**config.mk**
```make
export PLATFORM = sky130hd
export DESIGN_NAME = u_dmem_arbiter
export DESIGN_NICKNAME = d
export VERILOG_FILES = /design/src/rtl/u_dmem_arb_pkg.sv /design/src/rtl/u_dmem_arb_starve_cnt.sv /design/src/rtl/u_dmem_arbiter.sv
export SDC_FILE = /design/constraint.sdc
export NUM_CORES = 1
export LEC_CHECK = 0
export CAP_MARGIN = 25
export CELL_PAD_IN_SITES_DETAIL_PLACEMENT = 1
export CELL_PAD_IN_SITES_GLOBAL_PLACEMENT = 1
export CORE_ASPECT_RATIO = 1.4
export CORE_MARGIN = 1.5
export CORE_UTILIZATION = 17
export DETAILED_ROUTE_END_ITERATION = 12
export HOLD_SLACK_MARGIN = 0.03
export PLACE_DENSITY = 0.81
export SYNTH_ARGS = -nofsm -noshare
export SYNTH_HDL_FRONTEND = slang
export SYNTH_SLANG_ARGS = --single-unit
```
**constraint.sdc**
```tcl
create_clock -name i_sys_clock -period 3.3 [get_ports i_sys_clock]
set_clock_uncertainty 0.1 [all_clocks]
set_input_delay 0.825 -clock i_sys_clock [delete_from_list [all_inputs] [get_ports i_sys_clock]]
set_output_delay 0.825 -clock i_sys_clock [all_outputs]
set_load 0.01 [all_outputs]
```
**src/rtl/u_dmem_arb_pkg.sv**
```systemverilog
// Shared types and helpers for the data-memory arbiter.
package u_dmem_arb_pkg;

  typedef enum logic {S_PIPE, S_DBG_LOCK} arb_state_t;

  localparam logic [31:0] DMEM_BASE_DEFAULT  = 32'h1000_0000;
  localparam int unsigned DMEM_DEPTH_DEFAULT = 256;
  localparam int unsigned STARVE_MAX_DEFAULT = 4;

  // In-window and, for word accesses, naturally aligned.
  function automatic logic addr_legal(input logic [31:0] addr, input logic word,
                                      input logic [31:0] base, input int unsigned depth);
    logic [32:0] limit;
    limit = {1'b0, base} + 33'(4 * depth);
    return (addr >= base) && ({1'b0, addr} < limit) && !(word && (addr[1:0] != 2'b00));
  endfunction

endpackage

```
**src/rtl/u_dmem_arb_starve_cnt.sv**
```systemverilog
// Saturating wait counter for the debug port; flags when debug has waited long enough.
module u_dmem_arb_starve_cnt
  import u_dmem_arb_pkg::*;
#(
  parameter int unsigned STARVE_MAX = STARVE_MAX_DEFAULT
) (
  input  logic clk,
  input  logic rst,
  input  logic inc,
  input  logic clr,
  output logic forced
);

  localparam int unsigned CntW = $clog2(STARVE_MAX + 1);

  logic [CntW-1:0] cnt_q, cnt_d;

  assign forced = (cnt_q == CntW'(STARVE_MAX));

  always_comb begin
    cnt_d = cnt_q;
    if (clr) begin
      cnt_d = '0;
    end else if (inc && !forced) begin
      cnt_d = cnt_q + CntW'(1);
    end
  end

  always_ff @(posedge clk or posedge rst) begin
    if (rst) begin
      cnt_q <= '0;
    end else begin
      cnt_q <= cnt_d;
    end
  end

endmodule

```
**src/rtl/u_dmem_arbiter.sv**
```systemverilog
// Arbitrates the single data-memory port between the MEM stage and a debug/loader port,
// with debug burst locking, starvation forcing and address legality checking.
module u_dmem_arbiter
  import u_dmem_arb_pkg::*;
#(
  parameter logic [31:0] DMEM_BASE  = DMEM_BASE_DEFAULT,
  parameter int unsigned DMEM_DEPTH = DMEM_DEPTH_DEFAULT,
  parameter int unsigned STARVE_MAX = STARVE_MAX_DEFAULT
) (
  input  logic        i_sys_clock,
  input  logic        i_sys_reset,
  input  logic        i_u_dmem_arb_pipe_req,
  input  logic        i_u_dmem_arb_pipe_wr,
  input  logic        i_u_dmem_arb_pipe_word,
  input  logic [31:0] i_u_dmem_arb_pipe_addr,
  input  logic [31:0] i_u_dmem_arb_pipe_wdata,
  output logic [31:0] o_u_dmem_arb_pipe_rdata,
  output logic        o_u_dmem_arb_pipe_stall,
  input  logic        i_u_dmem_arb_dbg_req,
  input  logic        i_u_dmem_arb_dbg_lock,
  input  logic        i_u_dmem_arb_dbg_wr,
  input  logic        i_u_dmem_arb_dbg_word,
  input  logic [31:0] i_u_dmem_arb_dbg_addr,
  input  logic [31:0] i_u_dmem_arb_dbg_wdata,
  output logic        o_u_dmem_arb_dbg_gnt,
  output logic [31:0] o_u_dmem_arb_dbg_rdata,
  output logic        o_u_dmem_arb_dbg_rvalid,
  output logic        o_u_dmem_arb_err,
  output logic [31:0] o_u_dmem_arb_mem_addr,
  output logic [31:0] o_u_dmem_arb_mem_wdata,
  output logic        o_u_dmem_arb_mem_wr,
  output logic        o_u_dmem_arb_mem_word,
  input  logic [31:0] i_u_dmem_arb_mem_rdata
);

  arb_state_t  state_q, state_d;
  logic        forced;
  logic        gnt, stall;
  logic        pipe_go;
  logic [31:0] sel_addr;
  logic        sel_word;
  logic        sel_legal;
  logic        access;
  logic [31:0] rd_data;
  logic        err_q, rvalid_q;
  logic [31:0] rdata_q;

  always_comb begin
    state_d = state_q;
    gnt     = 1'b0;
    stall   = 1'b0;
    unique case (state_q)
      S_PIPE: begin
        gnt   = i_u_dmem_arb_dbg_req && (!i_u_dmem_arb_pipe_req || forced);
        stall = i_u_dmem_arb_pipe_req && gnt;
        if (gnt && i_u_dmem_arb_dbg_lock) state_d = S_DBG_LOCK;
      end
      S_DBG_LOCK: begin
        // Pipeline is held for the whole burst, even in gaps between debug requests.
        gnt   = i_u_dmem_arb_dbg_req;
        stall = i_u_dmem_arb_pipe_req;
        if (!i_u_dmem_arb_dbg_lock || !i_u_dmem_arb_dbg_req) state_d = S_PIPE;
      end
    endcase
  end

  u_dmem_arb_starve_cnt #(
    .STARVE_MAX(STARVE_MAX)
  ) u_starve_cnt (
    .clk   (i_sys_clock),
    .rst   (i_sys_reset),
    .inc   (i_u_dmem_arb_dbg_req && !gnt),
    .clr   (!i_u_dmem_arb_dbg_req || gnt),
    .forced(forced)
  );

  // A stalled pipeline access is not performed, so it must not write or flag errors.
  assign pipe_go   = i_u_dmem_arb_pipe_req && !stall;
  assign sel_addr  = gnt ? i_u_dmem_arb_dbg_addr : i_u_dmem_arb_pipe_addr;
  assign sel_word  = gnt ? i_u_dmem_arb_dbg_word : i_u_dmem_arb_pipe_word;
  assign sel_legal = addr_legal(sel_addr, sel_word, DMEM_BASE, DMEM_DEPTH);
  assign access    = gnt || pipe_go;
  assign rd_data   = sel_legal ? i_u_dmem_arb_mem_rdata : 32'h0;

  assign o_u_dmem_arb_mem_addr  = sel_addr;
  assign o_u_dmem_arb_mem_word  = sel_word;
  assign o_u_dmem_arb_mem_wdata = gnt ? i_u_dmem_arb_dbg_wdata : i_u_dmem_arb_pipe_wdata;
  assign o_u_dmem_arb_mem_wr    = sel_legal &&
                                  (gnt ? i_u_dmem_arb_dbg_wr : (pipe_go && i_u_dmem_arb_pipe_wr));

  assign o_u_dmem_arb_pipe_rdata = rd_data;
  assign o_u_dmem_arb_pipe_stall = stall;
  assign o_u_dmem_arb_dbg_gnt    = gnt;
  assign o_u_dmem_arb_dbg_rdata  = rdata_q;
  assign o_u_dmem_arb_dbg_rvalid = rvalid_q;
  assign o_u_dmem_arb_err        = err_q;

  always_ff @(posedge i_sys_clock or posedge i_sys_reset) begin
    if (i_sys_reset) begin
      state_q  <= S_PIPE;
      err_q    <= 1'b0;
      rvalid_q <= 1'b0;
      rdata_q  <= 32'h0;
    end else begin
      state_q  <= state_d;
      err_q    <= err_q || (access && !sel_legal);
      rvalid_q <= gnt && !i_u_dmem_arb_dbg_wr;
      if (gnt && !i_u_dmem_arb_dbg_wr) rdata_q <= rd_data;
    end
  end

endmodule

```
After elaboration in Yosys (flattened, before gate mapping)

Index checks and enable logic that the tools add are counted.

Bits in registers: 38
Input bits: 169
Output and inout port bits: 134
Logic and storage cells: 51

Add/sub/neg operators: 1
Magnitude comparators: 2
Equality and inequality tests: 1
Muxes and demuxes: 12
Bitwise operators: 1
Reductions and logical operators: 29

Operator list:

| operator             | number |
|---|---|
| $mux 32              | 3 |
| $ge 32x29->1 const B | 1 |
| $lt 32x29->1 const B | 1 |
| $logic_and 1x1->1    | 13 |
| $logic_not 1->1      | 9 |
| $mux 3               | 2 |
| $pmux 1 s2           | 3 |
| $logic_or 1x1->1     | 5 |
| $mux 1               | 4 |
| $reduce_bool 2->1    | 2 |
| $add 3x1->3 const B  | 1 |
| $eq 3x3->1 const B   | 1 |
| $not 1->1            | 1 |

Longest topological paths before layout

Gate-level depths: netlist of run 1.

Word-level depth: 12
Depth in mapped cells: 11
Mapped depth without buffers: 9

By module

A second synthesis of run 1 with hierarchy kept.

Cell total of the unflattened synthesis: 389
Area, all modules: 2800.2 sq um

Modules (own cells, without submodules):

| module                | instances | cells each | area each (sq um) | seq. area each (sq um) |
|---|---|---|---|---|
| u_dmem_arbiter        | 1         | 370        | 2603.7            | 875.8 |
| u_dmem_arb_starve_cnt | 1         | 19         | 196.4             | 75.1 |

Worst setup path before layout of run 1

OpenSTA, ideal clock, no wires.

Path type: input to output
Start point: in i_u_dmem_arb_pipe_req
End point: out o_u_dmem_arb_mem_wr
Arrival time: 1896 ps
Required time: 2375 ps
Setup slack: 479 ps
Stages on the path: 7
Path buffers: 1
Path through: nand2b_1 > o21ai_4 > inv_2 > nor3_4 > o21ai_2 > buf_2 > a21oi_1

Longest elaborated chain between the ends: 10
Elaborated cells between the ends (all ways): 20
Classes of those cells: 2 x order compare; 5 x mux; 13 x reduce/logical

RTL lines:

| what                                                                 | line                 | text |
|---|---|---|
| start, declared                                                      | u_dmem_arbiter.sv:12 | `input logic i_u_dmem_arb_pipe_req,` |
| parallel branches: the longest is 9 deep, another holds $ge 32x29->1 | --                   |  |
| $logic_and 1x1->1 (*)                                                | u_dmem_arbiter.sv:88 | `assign o_u_dmem_arb_mem_wr = sel_legal &&` |
| end, declared                                                        | u_dmem_arbiter.sv:31 | `output logic o_u_dmem_arb_mem_wr,` |

Every way passes the cells marked *.

Worst setup path after layout of run 1

Start point: in i_u_dmem_arb_pipe_addr[10]
End point: out o_u_dmem_arb_pipe_rdata[4]

Longest elaborated chain between the ends: 5
Elaborated cells between the ends (all ways): 6
Classes of those cells: 2 x order compare; 2 x mux; 2 x reduce/logical

RTL lines:

| what                                         | line                 | text |
|---|---|---|
| start, declared                              | u_dmem_arbiter.sv:15 | `input logic [31:0] i_u_dmem_arb_pipe_addr,` |
| $mux 32 (*)                                  | u_dmem_arbiter.sv:79 | `assign sel_addr = gnt ? i_u_dmem_arb_dbg_addr : i_u_dmem_arb_pipe_addr;` |
| $ge 32x29->1 or $lt 32x29->1 (tied branches) | u_dmem_arb_pkg.sv:15 | `return (addr >= base) && ({1'b0, addr} < limit) && !(word && (addr[1:0] != 2'b00));` |
| $logic_and 1x1->1 (*) (2 in a row)           | u_dmem_arb_pkg.sv:15 |  |
| $mux 32 (*)                                  | u_dmem_arbiter.sv:83 | `assign rd_data = sel_legal ? i_u_dmem_arb_mem_rdata : 32'h0;` |
| end, declared                                | u_dmem_arbiter.sv:17 | `output logic [31:0] o_u_dmem_arb_pipe_rdata,` |

Mark *: on every way between the ends. The rest lies on a longest branch, timed or not.

==> results of run 1 <==
-- power breakdown --
| group | leakage [uW] | internal [uW] | switching [uW] |
|---|---|---|---|
| sequential | 0.000524 | 468 | 1.12 |
| clock | 0.0000739 | 299 | 183 |
| combinational | 0.00268 | 326 | 267 |
-- path summary, 6_finish.rpt --
| check | slack, ns | to | cells past startpoint | startpoint |
|---|---|---|---|---|
| worst max register to register | 0.85 | o_u_dmem_arb_dbg_rdata[17] | 13 | u_starve_cnt.cnt_q[1] |
| min in group asynchronous | 0.87 | o_u_dmem_arb_dbg_rvalid | 3 | i_sys_reset |
| worst min register to register | 0.38 | o_u_dmem_arb_dbg_rdata[3] | 2 | o_u_dmem_arb_dbg_rdata[3] |
| worst max-delay path | 0.0008 | o_u_dmem_arb_pipe_rdata[4] | 10 | i_u_dmem_arb_pipe_addr[10] |
| max in group asynchronous | 1.87 | o_u_dmem_arb_dbg_rdata[11] | 3 | i_sys_reset |
| worst min-delay path | 0.38 | o_u_dmem_arb_dbg_rdata[3] | 2 | o_u_dmem_arb_dbg_rdata[3] |
-- layer usage --
layer / vias to the layer above / wire length [um] / share of wire (%)
met5: - / 0 / 0
li1: 2043 / - / -
met3: 13 / 1710 / 10
met1: 1974 / 5650 / 34
met2: 207 / 8890 / 54
met4: 0 / 228 / 1.4
-- cell type report --
| class | instances | area share (%) |
|---|---|---|
| antenna | 1 | 0.0378 |
| clock buffer | 7 | 2.15 |
| clock inverter | 1 | 0.0756 |
| inverter | 6 | 0.340 |
| multi-input combinational | 367 | 28.4 |
| sequential | 38 | 14.4 |
| tap | 196 | 3.70 |
| timing repair buffer | 355 | 51.0 |
-- cell usage in the layout, fill, tap and decap left out, types with 17 or more instances in the layout --
master,netlist,layout
nand2_1,263,263
clkdlybuf4s50_1,0,156
dlygate4sd2_1,0,54
dfrtp_1,38,38
buf_4,3,35
buf_2,13,34
o21ai_1,29,29
buf_6,0,29
and2_4,0,17
and2_1,34,17
-- state kept, by name, summed over array words and instances (netlist names) --
| signal | count |
|---|---|
| u_starve_cnt.cnt_q | 3 |
| o_u_dmem_arb_dbg_rdata | 32 |
| o_u_dmem_arb_err | 1 |
| state_q | 1 |
| o_u_dmem_arb_dbg_rvalid | 1 |
-- Yosys cell counts, drive strengths merged --
| cell | number |
|---|---|
| nor2 | 2 |
| o21a | 1 |
| nand3 | 3 |
| inv | 6 |
| o21ai | 36 |
| buf | 18 |
| nor4 | 10 |
| nor3 | 4 |
| nand2 | 263 |
| nor2b | 2 |
| nor3b | 1 |
| a21oi | 3 |
| mux2i | 1 |
| dfrtp | 38 |
| and2 | 34 |
| nand2b | 2 |
| o21bai | 1 |
| nand3b | 2 |
| ha | 2 |
| clkbuf | 9 |
-- metrics by stage --
stage	worst slack, ns	utilization, %	hold slack (ns)
after floorplan	0.479	-	0.340
after global placement	-0.727	39.7	0.358
after detailed placement	-0.799	39.7	0.374
after CTS	-0.00476	41.6	0.389
after global routing	-0.0722	42.4	0.399
final	0.000809	42.4	0.381
-- worst max-delay path, delay by kind of cell --
| kind | cells | cell delay [ns] |
|---|---|---|
| buffers and inverters | 5 | 0.58 |
| muxes | 1 | 0.19 |
| and+or+nand+nor | 3 | 0.58 |
| AOI/OAI and AO/OA | 1 | 0.19 |
-- logic make-up (layout without fill, tap and decap cells) --
family | Yosys count | count (layout)
flops | 38 | 38
compound gates | 41 | 41
buf+inv | 33 | 369
simple gates | 323 | 323
other cells | 0 | 1
fa+ha+maj | 2 | 2
mux | 1 | 1
-- what timing repair did --
item                       4_1_cts  5_1_grt
setup buffers                   12        2
pin swaps                       27       19
gates resized for setup        363       89
cloned                           4        0
setup endpoints to repair       99       56
==> flow_summary_export.csv, run 1 <==
group,metric,value,unit
run_status,outcome,"complete, no violations",
worst_setup_path,cp_cell_sequence,"clkbuf_2 -> nor4_4 -> nand3b_1 -> mux2i_4 -> o21a_2 -> buf_6 -> buf_6 -> buf_16 -> and2_4 -> buf_6",
worst_setup_path,cpMostUsedCell,"buf_6",
worst_setup_path,required,2.37,ns
sta,max_slew_margin,65.9,%
clocking,cts_buffers,5,
clocking,tritoncts,"built",
clocking,clock_latency,0.28,ns
cells_and_area,final.fill_count,1930,
global_routing,antenna_found_initial,1,
global_routing,grt_pass1_wl,24100,um
worst_setup_path,worst_setup_path_end_kind,"output pin",
power_and_ir_drop,power_density,233,mW/mm^2
floorplan,core,0.0156,mm^2
logic_synthesis,yosys_warnings,0,
sta,max_slew.worst_pin.slew,0.511,ns
logic_synthesis,synth_mux_area_share,0.367,%
clocking,htree_levels,2,
worst_setup_path,cp.arrival,2.37,ns
clocking,root_buffer,"clkbuf_16",
sta,setup_viol,0,
sta,period_share,100,%
routing,drc,0,
sta,max_freq,303,MHz
clocking,clk_path_buf_depth,2,
cells_and_area,fin_nets,944,
power_and_ir_drop,power_leakage,0.00328,uW
logic_synthesis,synth_compound_area_share,8.30,%
logic_synthesis,synth_area_leaders,"nand2_1 36%, dfrtp_1 35%, and2_1 7.8%",
sta,hold_viol_final,0,
cells_and_area,seq_area,951,um^2
cells_and_area,stdcell_count,971,
placement,dpl.hpwl,12900,um
power_and_ir_drop,irDropWorstVdd,0.000246,V
clocking,cts_hold_buf,0,
worst_setup_path,slowest_stage,"nor4_4",
floorplan,chipHeight,153,um
logic_synthesis,synth_top_family_by_area,"simple AND/OR/NAND/NOR gates",
clocking,clk_pin_slew,0.05,ns
logic_synthesis,synth_fp_nets,609,
global_routing,grt_max_degree,39,
placement,dpl-instance-area,0.00620,mm^2
floorplan,initial_core_util,17.5,%
global_routing,gr-total-overflow,0,
global_routing,busiest_layer,"met2",
floorplan,ios,303,
logic_synthesis,ys_seq_elements,38,
global_routing,grt_util_met3,6.87,%
sta,fin_setup_tns,0,ns
cells_and_area,layout-drive-gt1-share,22.0,%
floorplan,die_area,0.0168,mm^2
routing,drt-total-wl,16500,um
routing,vias_per_cell,4.36,
sta,slew_viol_final,0,
sta,fin_crit,3.30,ns
logic_synthesis,synth_top_area_share,36.2,%
logic_synthesis,synth_area,0.00273,mm^2
routing,vias,4237,
routing,antenna_left,0,
logic_synthesis,avgSynthCellArea,6.23,um^2
placement,place_congestion,0.813,
worst_setup_path,critPathLaunchType,"input pin",
global_routing,met2_usage,36.4,%
power_and_ir_drop,power,1550,uW
global_routing,grt_util_met1,18.8,%
routing,drt_iter0_markers,87,
floorplan,std_cell_rows,54,
logic_synthesis,synth-simple-area-share,50.0,%
cells_and_area,multi_input_area,0.00188,mm^2
cells_and_area,syn_to_final_growth,143,%
placement,dp.cells,948,
logic_synthesis,synth_cells,438,
worst_setup_path,slowest_delay,0.27,ns
min_path,hp-class,"reg -> reg",
job,maxCapViolCount,0,
worst_setup_path,critical_path_class,"in -> out",
routing,dr.pass1.iters,4,
worst_setup_path,critPathMaxFanout,8,
clocking,cts.sinks,38,
logic_synthesis,synthDistinctLibCells,27,
floorplan,die_w,110,um
logic_synthesis,synth_fa_ha_area_share,0.917,%
routing,wl_per_cell,17.0,um
sta,rsz0062_at_grt,"true",
logic_synthesis,ys_seq_area_share,34.9,%
global_routing,track_usage,19.0,%
logic_synthesis,synth_xor_area_share,0,%
placement,io_buffers,302,
global_routing,grt_pass1_vias,4454,
cells_and_area,design_area,0.00662,mm^2
logic_synthesis,yosysTopAreaCell,"nand2_1",
Power figures use the tool's default switching activity.
==> inputs of run 2 (changes only) <==
--- a/config.mk
+++ b/config.mk
@@ -10,10 +10,11 @@
 export CELL_PAD_IN_SITES_GLOBAL_PLACEMENT = 1
 export CORE_ASPECT_RATIO = 1.4
 export CORE_MARGIN = 1.5
-export CORE_UTILIZATION = 17
+export CORE_UTILIZATION = 18
 export DETAILED_ROUTE_END_ITERATION = 12
 export HOLD_SLACK_MARGIN = 0.03
-export PLACE_DENSITY = 0.81
+export PLACE_DENSITY = 0.85
+export SLEW_MARGIN = 20
 export SYNTH_ARGS = -nofsm -noshare
 export SYNTH_HDL_FRONTEND = slang
 export SYNTH_SLANG_ARGS = --single-unit
==> constraint.sdc (replaced) <==
create_clock -name i_sys_clock -period 4.28 [get_ports i_sys_clock]
set_clock_uncertainty 0.1 [all_clocks]
set_input_delay 1.07 -clock i_sys_clock [delete_from_list [all_inputs] [get_ports i_sys_clock]]
set_output_delay 1.07 -clock i_sys_clock [all_outputs]
set_load 0.01 [all_outputs]
==> run 2 against run 1 <==
Effect of this change:
- routed wire length shrank 13%
- first-iteration DRC count fell by 22%
- non-clock buffer count decreased by 26
- die area is 5.4% lower
- global-route usage is 1.7 points lower
- register-to-register slack improved by 1.1 ns
- cell area decreased by 4.2%
- cell count fell by 3.2%
- core utilization grew 0.084 points
- critical endpoint is now o_u_dmem_arb_mem_addr[31]
- largest power group unchanged
==> flow_summary_export.csv, run 2 (synthesis gave the netlist of run 1 again) <==
group,metric,value,unit
global_routing,gr-total-overflow,0,
routing,drt-total-wl,14300,um
sta,slew_viol_final,0,
cells_and_area,n_antenna_cell,0,
clocking,root_buffer,"clkbuf_16",
job,maxCapViolCount,0,
worst_setup_path,cp.arrival,3.00,ns
routing,wl_per_cell,15.2,um
placement,dp.cells,928,
placement,dpl.hpwl,11500,um
global_routing,antenna_found_initial,0,
routing,antenna_left,0,
run_status,outcome,"complete, no violations",
floorplan,std_cell_rows,53,
global_routing,grt_max_degree,39,
cells_and_area,stdcell_count,940,
floorplan,initial_core_util,18.3,%
min_path,hp-class,"reg -> reg",
floorplan,core,0.0149,mm^2
clocking,clk_pin_slew,0.06,ns
cells_and_area,largest_reg_flops,32,
worst_setup_path,required,3.11,ns
clocking,clock_latency,0.28,ns
floorplan,ios,303,
clocking,htree_levels,2,
floorplan,die_w,107,um
routing,drt_iter0_markers,68,
cells_and_area,final_common_cell,"clkdlybuf4s50_1",
sta,max_freq,240,MHz
cells_and_area,final_cell_mix,"264 x clkdlybuf4s50_1, 263 x nand2_1, 38 x dfrtp_1, 36 x dlygate4sd2_1, 34 x and2_1",
cells_and_area,design_area,0.00634,mm^2
placement,dpl-instance-area,0.00608,mm^2
sta,hold_viol_final,0,
worst_setup_path,critical_path_class,"in -> out",
clocking,cts.sinks,38,
worst_setup_path,critPathMaxFanout,19,
cells_and_area,layout-drive-gt1-share,6.55,%
sta,max_slew_margin,62.7,%
worst_setup_path,critPathLaunchType,"input pin",
sta,fin_crit,4.17,ns
cells_and_area,syn_to_final_growth,133,%
cells_and_area,fin_nets,918,
sta,hold-worst-slack,0.382,ns
global_routing,grt_pass1_wl,21600,um
clocking,clk_path_buf_depth,2,
cells_and_area,final.fill_count,1837,
worst_setup_path,worst_setup_path_end_kind,"output pin",
sta,setup_viol,0,
power_and_ir_drop,power_leakage,0.00292,uW
sta,max_slew.worst_pin.slew,0.558,ns
routing,vias_per_cell,4.38,
clocking,cts_buffers,5,
floorplan,chipHeight,149,um
placement,io_buffers,302,
global_routing,grt_pass1_vias,4288,
power_and_ir_drop,irDropWorstVdd,0.000171,V
sta,period_share,97.3,%
power_and_ir_drop,power,1210,uW
routing,drc,0,
sta,fin_setup_tns,0,ns
clocking,tritoncts,"built",
routing,dr.pass1.iters,4,
routing,vias,4115,
global_routing,track_usage,17.3,%
floorplan,die_area,0.0159,mm^2
placement,place_congestion,0.779,
power_and_ir_drop,power_density,191,mW/mm^2
[run 2: cell types whose count changed in the layout (fill, tap and decap cells not counted), sizes merged]
cell,delta
diode,-1
bufbuf,-1
dlymetal6s2s,-11
clkdlybuf4s50,+108
clkdlybuf4s15,-11
clkinvlp,+1
clkbuf,-11
buf,-83
dlygate4sd2,-18
[run 2: per-layer routing]
| layer | global-route usage (%) | part of all wire, % |
|---|---|---|
| met1 | 18.4 | 37 |
| met2 | 32.8 | 53 |
| met3 | 4.16 | 7.8 |
| met4 | 5.60 | 2.3 |
| met5 | 0 | 0 |
[run 2: layout make-up]
| class | instances | area, um^2 | share of cell area, % |
|---|---|---|---|
| tap | 192 | 240 | 3.79 |
| timing repair buffer | 329 | 3290 | 51.9 |
| inverter | 6 | 22.5 | 0.355 |
| multi-input combinational | 367 | 1690 | 26.6 |
| clock buffer | 6 | 139 | 2.19 |
| clock inverter | 2 | 12.5 | 0.197 |
| sequential | 38 | 951 | 15.0 |
[run 2: path summary, 6_finish.rpt]
check	from	to	slack, ns	cells after the start
min in group asynchronous	i_sys_reset	o_u_dmem_arb_dbg_rdata[5]	1.11	3
max in group asynchronous	i_sys_reset	o_u_dmem_arb_dbg_rdata[19]	2.62	3
max reg2reg	u_starve_cnt.cnt_q[0]	o_u_dmem_arb_dbg_rdata[19]	1.94	11
min reg2reg	o_u_dmem_arb_dbg_rdata[28]	o_u_dmem_arb_dbg_rdata[28]	0.38	2
min	o_u_dmem_arb_dbg_rdata[28]	o_u_dmem_arb_dbg_rdata[28]	0.38	2
max	i_u_dmem_arb_pipe_req	o_u_dmem_arb_mem_addr[31]	0.11	10
[run 2: repair_timing]
| action | in CTS | in global routing |
|---|---|---|
| pin swaps | 4 | 1 |
| buffers inserted | 2 | 1 |
| gates cloned | 1 | 1 |
| hold buffers | 0 | 0 |
| endpoints found under the setup margin | 34 | 74 |
| gates resized for setup | 46 | 6 |
[run 2: power by group]
group          leakage [uW]  switching [uW]  internal, uW  total (uW)
logic               0.00233             186           283         469
registers          0.000524            1.07           361         362
clock network     0.0000729             150           231         381
total               0.00292             337           875        1210
[run 2: through the flow]
stage                     setup slack, ns  utilization [%]
after CTS                         -0.0425             42.1
final                               0.114             42.5
after detailed placement           -0.367             40.8
after global placement             -0.258             40.8
after global routing              -0.0155             42.5
after floorplan                     0.969                -
[run 2: worst max-delay path, cell delays in order]
cell	delay, ns
clkdlybuf4s50_1	0.49
nand2b_1	0.10
o21ai_4	0.20
buf_12	0.13
inv_2	0.04
buf_4	0.16
buf_12	0.16
nand2_1	0.08
nand2_1	0.06
clkdlybuf4s50_1	0.49
==> inputs of run 3 (changes only) <==
--- a/config.mk
+++ b/config.mk
@@ -9,7 +9,6 @@
 export CELL_PAD_IN_SITES_DETAIL_PLACEMENT = 1
 export CELL_PAD_IN_SITES_GLOBAL_PLACEMENT = 1
 export CORE_ASPECT_RATIO = 1.4
-export CORE_MARGIN = 1.5
 export CORE_UTILIZATION = 18
 export DETAILED_ROUTE_END_ITERATION = 12
 export HOLD_SLACK_MARGIN = 0.03
==> run 3 against run 2 <==
Effect of this change:
- hold slack lost 0.0026 ns
- maximum frequency decreased by 1.3%
- sequential cell count unchanged
- critical path depth shrank 1
- power rose by 8.2%
- first-iteration DRC count decreased by 31%
- cell count increased by 0.43%
- combinational power decreased by 0.9%
- core utilization up 1.6 points
==> flow_summary_export.csv, run 3 (synthesis gave the netlist of run 1 again) <==
group,metric,value,unit
cells_and_area,seq_area,951,um^2
clocking,tritoncts,"built",
floorplan,std_cell_rows,52,
clocking,htree_levels,2,
worst_setup_path,reg2regPathDepth,11,
floorplan,core,0.0146,mm^2
sta,setup_viol,0,
placement,dpl.hpwl,11600,um
floorplan,chipHeight,148,um
routing,drt-total-wl,14200,um
power_and_ir_drop,power_density,203,mW/mm^2
worst_setup_path,slowest_delay,0.51,ns
worst_setup_path,required,3.11,ns
routing,drc,0,
clocking,root_buffer,"clkbuf_16",
routing,antenna_left,0,
sta,period_share,98.6,%
floorplan,die_area,0.0157,mm^2
cells_and_area,largest_reg_flops,32,
worst_setup_path,cp_top_family,"buffers and inverters",
sta,slew_viol_final,0,
worst_setup_path,cp.arrival,3.05,ns
sta,fin_crit,4.22,ns
global_routing,track_usage,17.7,%
global_routing,gr-total-overflow,0,
worst_setup_path,r2r-start,"u_starve_cnt.cnt_q[0]",
worst_setup_path,regToRegSetupSlack,1.84,ns
routing,wl_per_cell,15.1,um
worst_setup_path,critPathLaunchType,"input pin",
clocking,cts_hold_buf,0,
power_and_ir_drop,irDropWorstVdd,0.000161,V
sta,hold_viol_final,0,
cells_and_area,final.fill_count,1817,
sta,max_slew_margin,62.5,%
worst_setup_path,path_buf_inv,5,
cells_and_area,final_cell_mix,"263 x nand2_1, 238 x clkdlybuf4s50_1, 42 x dlygate4sd2_1, 38 x dfrtp_1, 34 x and2_1",
sta,fin_ws,0.0593,ns
floorplan,initial_core_util,18.6,%
min_path,hp-class,"reg -> reg",
cells_and_area,final_common_cell,"nand2_1",
global_routing,grt_pass1_wl,21800,um
worst_setup_path,cp_cell_sequence,"clkdlybuf4s50_1 -> nand2b_1 -> o21ai_4 -> inv_2 -> buf_4 -> buf_4 -> nand2_1 -> nand2_1 -> clkdlybuf4s50_1",
clocking,cts_buffers,5,
job,maxCapViolCount,0,
placement,place_congestion,0.735,
clocking,clk_path_buf_depth,2,
worst_setup_path,slowest_stage,"clkdlybuf4s50_1",
cells_and_area,final_core_util,44.1,%
routing,dr.pass1.iters,4,
global_routing,grt_pass1_vias,4418,
clocking,cts.sinks,38,
floorplan,die_w,106,um
power_and_ir_drop,power_leakage,0.00320,uW
routing,vias,4117,
min_path,hold-path-endpoint,"o_u_dmem_arb_dbg_rdata[30]",
global_routing,antenna_found_initial,0,
placement,io_buffers,302,
sta,max_freq,237,MHz
cells_and_area,multi_input_area,0.00167,mm^2
floorplan,ios,303,
global_routing,grt_max_degree,39,
routing,vias_per_cell,4.36,
clocking,clock_latency,0.28,ns
sta,fin_setup_tns,0,ns
cells_and_area,syn_to_final_growth,137,%
min_path,hp-start,"o_u_dmem_arb_dbg_rdata[30]",
power_and_ir_drop,power,1310,uW
worst_setup_path,critPathMaxFanout,22,
worst_setup_path,worst_setup_path_end_kind,"output pin",
min_path,min_path_cells,2,
worst_setup_path,timing.rr.end,"o_u_dmem_arb_dbg_rdata[19]",
routing,drt_iter0_markers,47,
placement,dp_worst_setup_slack,-0.399,ns
clocking,clk_pin_slew,0.06,ns
sta,max_slew.worst_pin.slew,0.562,ns
cells_and_area,layout-drive-gt1-share,7.15,%
cells_and_area,n_antenna_cell,0,
run_status,outcome,"complete, no violations",
worst_setup_path,critical_path_class,"in -> out",
cells_and_area,fin_nets,925,
==> run 3: final cells by class <==
type	count	area share (%)
Clock inverter	3	1.07
Inverter	6	0.349
Timing Repair Buffer	336	52.5
Clock buffer	5	1.94
Multi-Input combinational cell	367	25.8
Tap cell	189	3.66
Sequential cell	38	14.7
==> run 3: worst max-delay path by stage <==
stage	start	to	cells after the start
after floorplan	i_u_dmem_arb_pipe_req	o_u_dmem_arb_mem_wr	7
after global placement	i_u_dmem_arb_dbg_addr[14]	o_u_dmem_arb_pipe_rdata[30]	8
after detailed placement	i_u_dmem_arb_dbg_addr[14]	o_u_dmem_arb_pipe_rdata[29]	8
after CTS	i_u_dmem_arb_pipe_req	o_u_dmem_arb_mem_wdata[8]	9
after global routing	i_u_dmem_arb_pipe_req	o_u_dmem_arb_mem_wdata[26]	9
final	i_u_dmem_arb_pipe_req	o_u_dmem_arb_mem_wdata[26]	9
==> run 3: worst min-delay path, stage by stage, from the launching register on <==
cell	delay, ns
dfrtp_1	0.34
nand2_1	0.05
o21ai_1	0.06
==> run 3: report_power, final <==
group	total, uW	leakage (uW)	internal (uW)	switching [uW]
Combinational	465	0.00258	280	185
Sequential	362	0.000524	361	1.13
Clock	484	0.0000940	335	149
==> run 3: timing repair <==
| item | 4_1_cts | 5_1_grt |
|---|---|---|
| pin swaps | 3 | 0 |
| gates resized for setup | 53 | 24 |
| buffers inserted | 4 | 2 |
| endpoints found under the setup margin | 84 | 44 |
| cloned | 0 | 1 |
==> run 3: per-stage QoR <==
stage | instance area (um^2) | std cells | hold WS, ns
floorplan | 2730 | 438 | 0.340
global placement | 6120 | 929 | 0.362
detailed placement | 6120 | 929 | 0.375
CTS | 6350 | 941 | 0.388
global route | 6460 | 944 | 0.414
finish | 6460 | 944 | 0.380
==> run 3: metal layers <==
layer,vias to the layer above,routed length [um],part of all wire (%),global-route usage (%)
met1,1897,5060,36,17.6
met5,-,0,0,0
met3,20,1050,7.4,4.50
li1,1993,-,-,-
met4,0,316,2.2,5.76
met2,207,7810,55,35.0
==> RTL change 1 (settings of run 3) <==
`STARVE_MAX_DEFAULT`: 4 -> 8.
--- a/src/rtl/u_dmem_arb_pkg.sv
+++ b/src/rtl/u_dmem_arb_pkg.sv
@@ -5,7 +5,7 @@
 
   localparam logic [31:0] DMEM_BASE_DEFAULT  = 32'h1000_0000;
   localparam int unsigned DMEM_DEPTH_DEFAULT = 256;
-  localparam int unsigned STARVE_MAX_DEFAULT = 4;
+  localparam int unsigned STARVE_MAX_DEFAULT = 8;
 
   // In-window and, for word accesses, naturally aligned.
   function automatic logic addr_legal(input logic [31:0] addr, input logic word,
Behaviour: not the same (a bounded check fails within 10 cycles, from zero or initial values and one cycle with i_sys_reset high).
==> RTL change 1 against run 3 <==
Power fell by 7.2%; setup slack gained 0.032 ns; core utilization down 4.7 points; final area rose by 5.8%; routed wire length is 14% higher; highest routed layer is now met5; area after synthesis grew 17%; final cell count rose by 7.8%; sequential cell count grew 1; first-iteration DRC count rose by 120%.
==> RTL change 1: results (changes against run 3) <==
* Peak supply drop: 0.102 mV (-37%)
- The fraction of layout cells with a size suffix above 1 was 16.5% (+9.3 points).
- Setup slack, reg-to-reg: 1.67 ns (-0.17 ns)
- Pre-CTS worst setup slack: -0.621 ns (-0.222 ns)
* Time the worst path needs with I/O delays and setup: 4.19 ns (-0.0316 ns)
- Seq power: 0.372 mW (+3%)
- Total placed cells including tap cells: 1005 (+8.2%)
- Outcome: finished, final reports clean
- Most frequent cells after synthesis: nand2_1 (234), dfrtp_1 (39), inv_1 (39)
* Average wire length per cell after detail routing: 15.9 um (+5.3%)
- The maximum fanout along the worst path came to 8 (-64%).
- The combinational-cell power consumption came to 0.483 mW (+4%).
- Worst hold slack: 0.385 ns (+0.00568 ns)
- The count of cells along the worst hold path is 1 (-1).
- Largest net degree at the start of global routing: 67 (+72%)
* Top power consumer group: combinational logic
- Global placer's final weighted congestion: 0.776 (+5.5%)
* Global-route wire length before repair: 24.5 mm (+12%)
- The post-synth net total is 636 (+4.4%).
- The signal arrival time at the worst endpoint was 3.02 ns (-0.03 ns).
- Cell-internal power: 0.879 mW (-9.9%)
- Path depth of the worst reg2reg path: 12 (+1)
- R2r endpoint: o_u_dmem_arb_dbg_rdata[15]
* Vias in the first global route: 4755 (+7.6%)
- The overall power of the completed layout is 1.22 mW (-7.2%).
- HP Start: o_u_dmem_arb_dbg_rdata[21]
- Critical Path Sink: o_u_dmem_arb_pipe_rdata[2]
- Overall track demand over capacity in global routing: 17.4% (-0.32 points)
- Worst Hold End: o_u_dmem_arb_dbg_rdata[21]
- Placed cell areas: 6670 sq um (+8.9%)
- The number of vias per cell was 4.41 (+1.0%).
* Cell at the slowest stage of the critical path: or3_4
- Drt total wl: 16.2 mm (+14%)
* Net count reported at finish: 953 (+3.0%)
- Syn Inst Count: 465 (+6.2%)
-- RTL change 1: cells by family after synthesis --
logic type | Yosys count | share of synthesized area (%)
AOI/OAI and AO/OA | 74 | 23.1
and+or+nand+nor | 273 | 35.1
adders and majority gates | 2 | 0.787
DFF | 39 | 30.7
xor gates and xnor gates | 2 | 0.551
buffers and inverters | 75 | 9.68
-- RTL change 1: metal layers --
metal	part of all wire, %	GRT usage, %	vias up
met5	0.031	0	-
met4	3.4	7.14	2
met3	7.8	4.23	25
met2	53	33.4	220
met1	36	17.4	2088
li1	-	-	2151
-- RTL change 1: cell type report --
class	instances	area, sq um
flip-flops and latches	39	976
repair buffers	345	3300
clock inverters	1	5.00
clock buffers	6	139
inverters	40	150
multi-input cells	351	1970
well taps	236	295
fillers	2127	10500
-- RTL change 1: timing repair --
item / CTS / global route
endpoints found under the setup margin: 98 / 39
buffers inserted: 0 / 3
gates cloned: 3 / 0
endpoints found under the hold margin: 0 / 0
resized for setup: 151 / 12
pin swaps: 12 / 8
==> RTL change 2 (flow settings as in run 3) <==
Without the edit above. Make the reset (`i_sys_reset` and `rst`) synchronous in 2 clocked blocks.
--- a/src/rtl/u_dmem_arb_starve_cnt.sv
+++ b/src/rtl/u_dmem_arb_starve_cnt.sv
@@ -26,7 +26,7 @@
     end
   end
 
-  always_ff @(posedge clk or posedge rst) begin
+  always_ff @(posedge clk) begin
     if (rst) begin
       cnt_q <= '0;
     end else begin
--- a/src/rtl/u_dmem_arbiter.sv
+++ b/src/rtl/u_dmem_arbiter.sv
@@ -95,7 +95,7 @@
   assign o_u_dmem_arb_dbg_rvalid = rvalid_q;
   assign o_u_dmem_arb_err        = err_q;
 
-  always_ff @(posedge i_sys_clock or posedge i_sys_reset) begin
+  always_ff @(posedge i_sys_clock) begin
     if (i_sys_reset) begin
       state_q  <= S_PIPE;
       err_q    <= 1'b0;
Formal check against the unedited RTL: differs if i_sys_reset is asserted again (counterexample within 4 cycles, from zero or initial values and one cycle with i_sys_reset high); with i_sys_reset held inactive, the same outputs for 10 cycles.
==> RTL change 2 against run 3 <==
Area after synthesis rose by 6.3%; global-route usage rose by 0.85 points; routed wire length rose by 10%; count of clock-buffer cells in the layout rose by 2; power fell by 5.8%; setup slack improved by 0.036 ns; sequential cell count did not move; final area fell by 0.54%; first-iteration DRC count rose by 120%; non-clock buffer count did not move; via count rose by 3.4%; register-to-register slack improved by 0.57 ns.
==> RTL change 2: results (changes against run 3) <==
- The flow ran to the end, and the final reports show no timing, DRC or antenna violations.
- Vias in the first global route: 4428 (+0.23%)
* WP data arrival: 3.01 ns (-0.04 ns)
- Clock share of power: 33.6% (-3.3 points)
- The number of logic inverters in the finished layout is 5 (-1).
- Global placer's final weighted congestion: 0.763 (+3.8%)
- Critical Path Sink: o_u_dmem_arb_mem_wdata[27]
- Post-synthesis cell type count: 28 (+3.7%)
* Share of total power consumed by net switching: 26.1% (+0.49 points)
- M3 GR Usage: 5.05% (+0.55 points)
* Average wire length per cell after detail routing: 16.5 um (+9.5%)
* Count of instances resized after the clock tree is built: 44 (-17%)
- Num sequential: 38 (unchanged)
* Fraction of layout instances using a drive strength above 1: 11.2% (+4.1 points)
- The adder-cell area share of the yosys netlist was 0.863% (-0.054 points).
- The violation count after the first detailed-routing iteration is 104 (+120%).
- The maximum number of pins on one net before global-route repair was 38 (-2.6%).
- Met1 wire length: 5.89 mm (+17%)
* WL met3: 1.36 mm (+29%)
* Share of flip-flops with an asynchronous set or reset: 0% (-100 points)
* Share of the final layout cell area in multi-input gates: 30.0% (+4.2 points)
- The area share of buffers outside the clock network was 51.5% (-0.98 points).
* Number of placement rows: 54 (+3.8%)
* Overall track demand over capacity in global routing: 18.5% (+0.85 points)
* R2r endpoint: o_u_dmem_arb_dbg_rdata[27]
- The mux cell area share after synthesis was 0% (-0.37 points).
- Sorting the synthesized cells by area gives the leading types as nand2_1 (30%), dfxtp_1 (26%), a21boi_2 (12%), nand4_1 (7.3%), a21oi_1 (5.7%).
- Global-route wire length before repair: 23.8 mm (+9.0%)
- The area used by sequential logic in the layout was 761 sq um (-20%).
- The multi-input combinational cell count came to 369 (+0.54%).
- Main synth FF type: dfxtp_1
* Number of fill cells in the layout: 1974 (+8.6%)
- Net count reported at finish: 926 (+0.11%)
- Number of buffers inserted by post-CTS setup repair: 0 (-4)
- Met2 Wirelength: 8.15 mm (+4.4%)
- GRT overflow: 0 (unchanged)
- The total half-perimeter wirelength after legalization and detailed placement is 13.1 mm (+13%).
* Final Cycle Share: 97.8% (-0.84 points)
- Met1 Usage GRT: 19.6% (+2.0 points)
- The number of clock-tree buffers in the layout was 7 (+2).
- Leak: 2.71 nW (-15%)
- The sequential-to-total area share from yosys stat is 26.2% (-8.6 points).
* Path depth of the worst reg2reg path: 6 (-5)
- Post-Synth XOR/XNOR Area: 0.302% (+0.30 points)
- Via density per instance: 4.47 (+2.5%)
RTL change 2: cell types whose count changed after synthesis, sizes merged, moves of 30 or more:
cell,delta
a21boi,+32
and2,-33
nand4,+34
a21oi,+30
dfrtp,-38
nand2,-33
o21ai,-33
dfxtp,+38
RTL change 2: kinds of logic (layout without fill, tap and decap cells):
group,Yosys count,after routing
fa+ha+maj,2,2
flops,38,38
simple gates,292,292
buf+inv,43,349
xor+xnor,1,1
compound gates,74,74
RTL change 2: per-stage QoR:
| stage | util, % | instances | instance area [sq um] |
|---|---|---|---|
| floorplan | - | 450 | 2900 |
| global placement | 39.9 | 944 | 6250 |
| detailed placement | 39.9 | 944 | 6250 |
| CTS | 40.9 | 952 | 6410 |
| global route | 41.0 | 952 | 6420 |
| finish | 41.0 | 952 | 6420 |
RTL change 2: worst min path at each step:
| stage | to | from | slack (ns) |
|---|---|---|---|
| after floorplan | u_starve_cnt.cnt_q[0] | u_starve_cnt.cnt_q[0] | 0.32 |
| after global placement | o_u_dmem_arb_dbg_rdata[13] | o_u_dmem_arb_dbg_rdata[13] | 0.34 |
| after detailed placement | o_u_dmem_arb_dbg_rdata[8] | o_u_dmem_arb_dbg_rdata[8] | 0.34 |
| after CTS | o_u_dmem_arb_dbg_rdata[8] | o_u_dmem_arb_dbg_rdata[8] | 0.35 |
| after global routing | o_u_dmem_arb_dbg_rdata[8] | o_u_dmem_arb_dbg_rdata[8] | 0.37 |
| final | o_u_dmem_arb_dbg_rdata[8] | o_u_dmem_arb_dbg_rdata[8] | 0.35 |
RTL change 2: critical path, cell delays in order:
cell and delay [ns]:
clkdlybuf4s50_1 0.49, and2b_4 0.16, a21o_2 0.16, buf_4 0.16, buf_4 0.21, nand2_1 0.07
nand2_1 0.06, clkdlybuf4s50_1 0.62
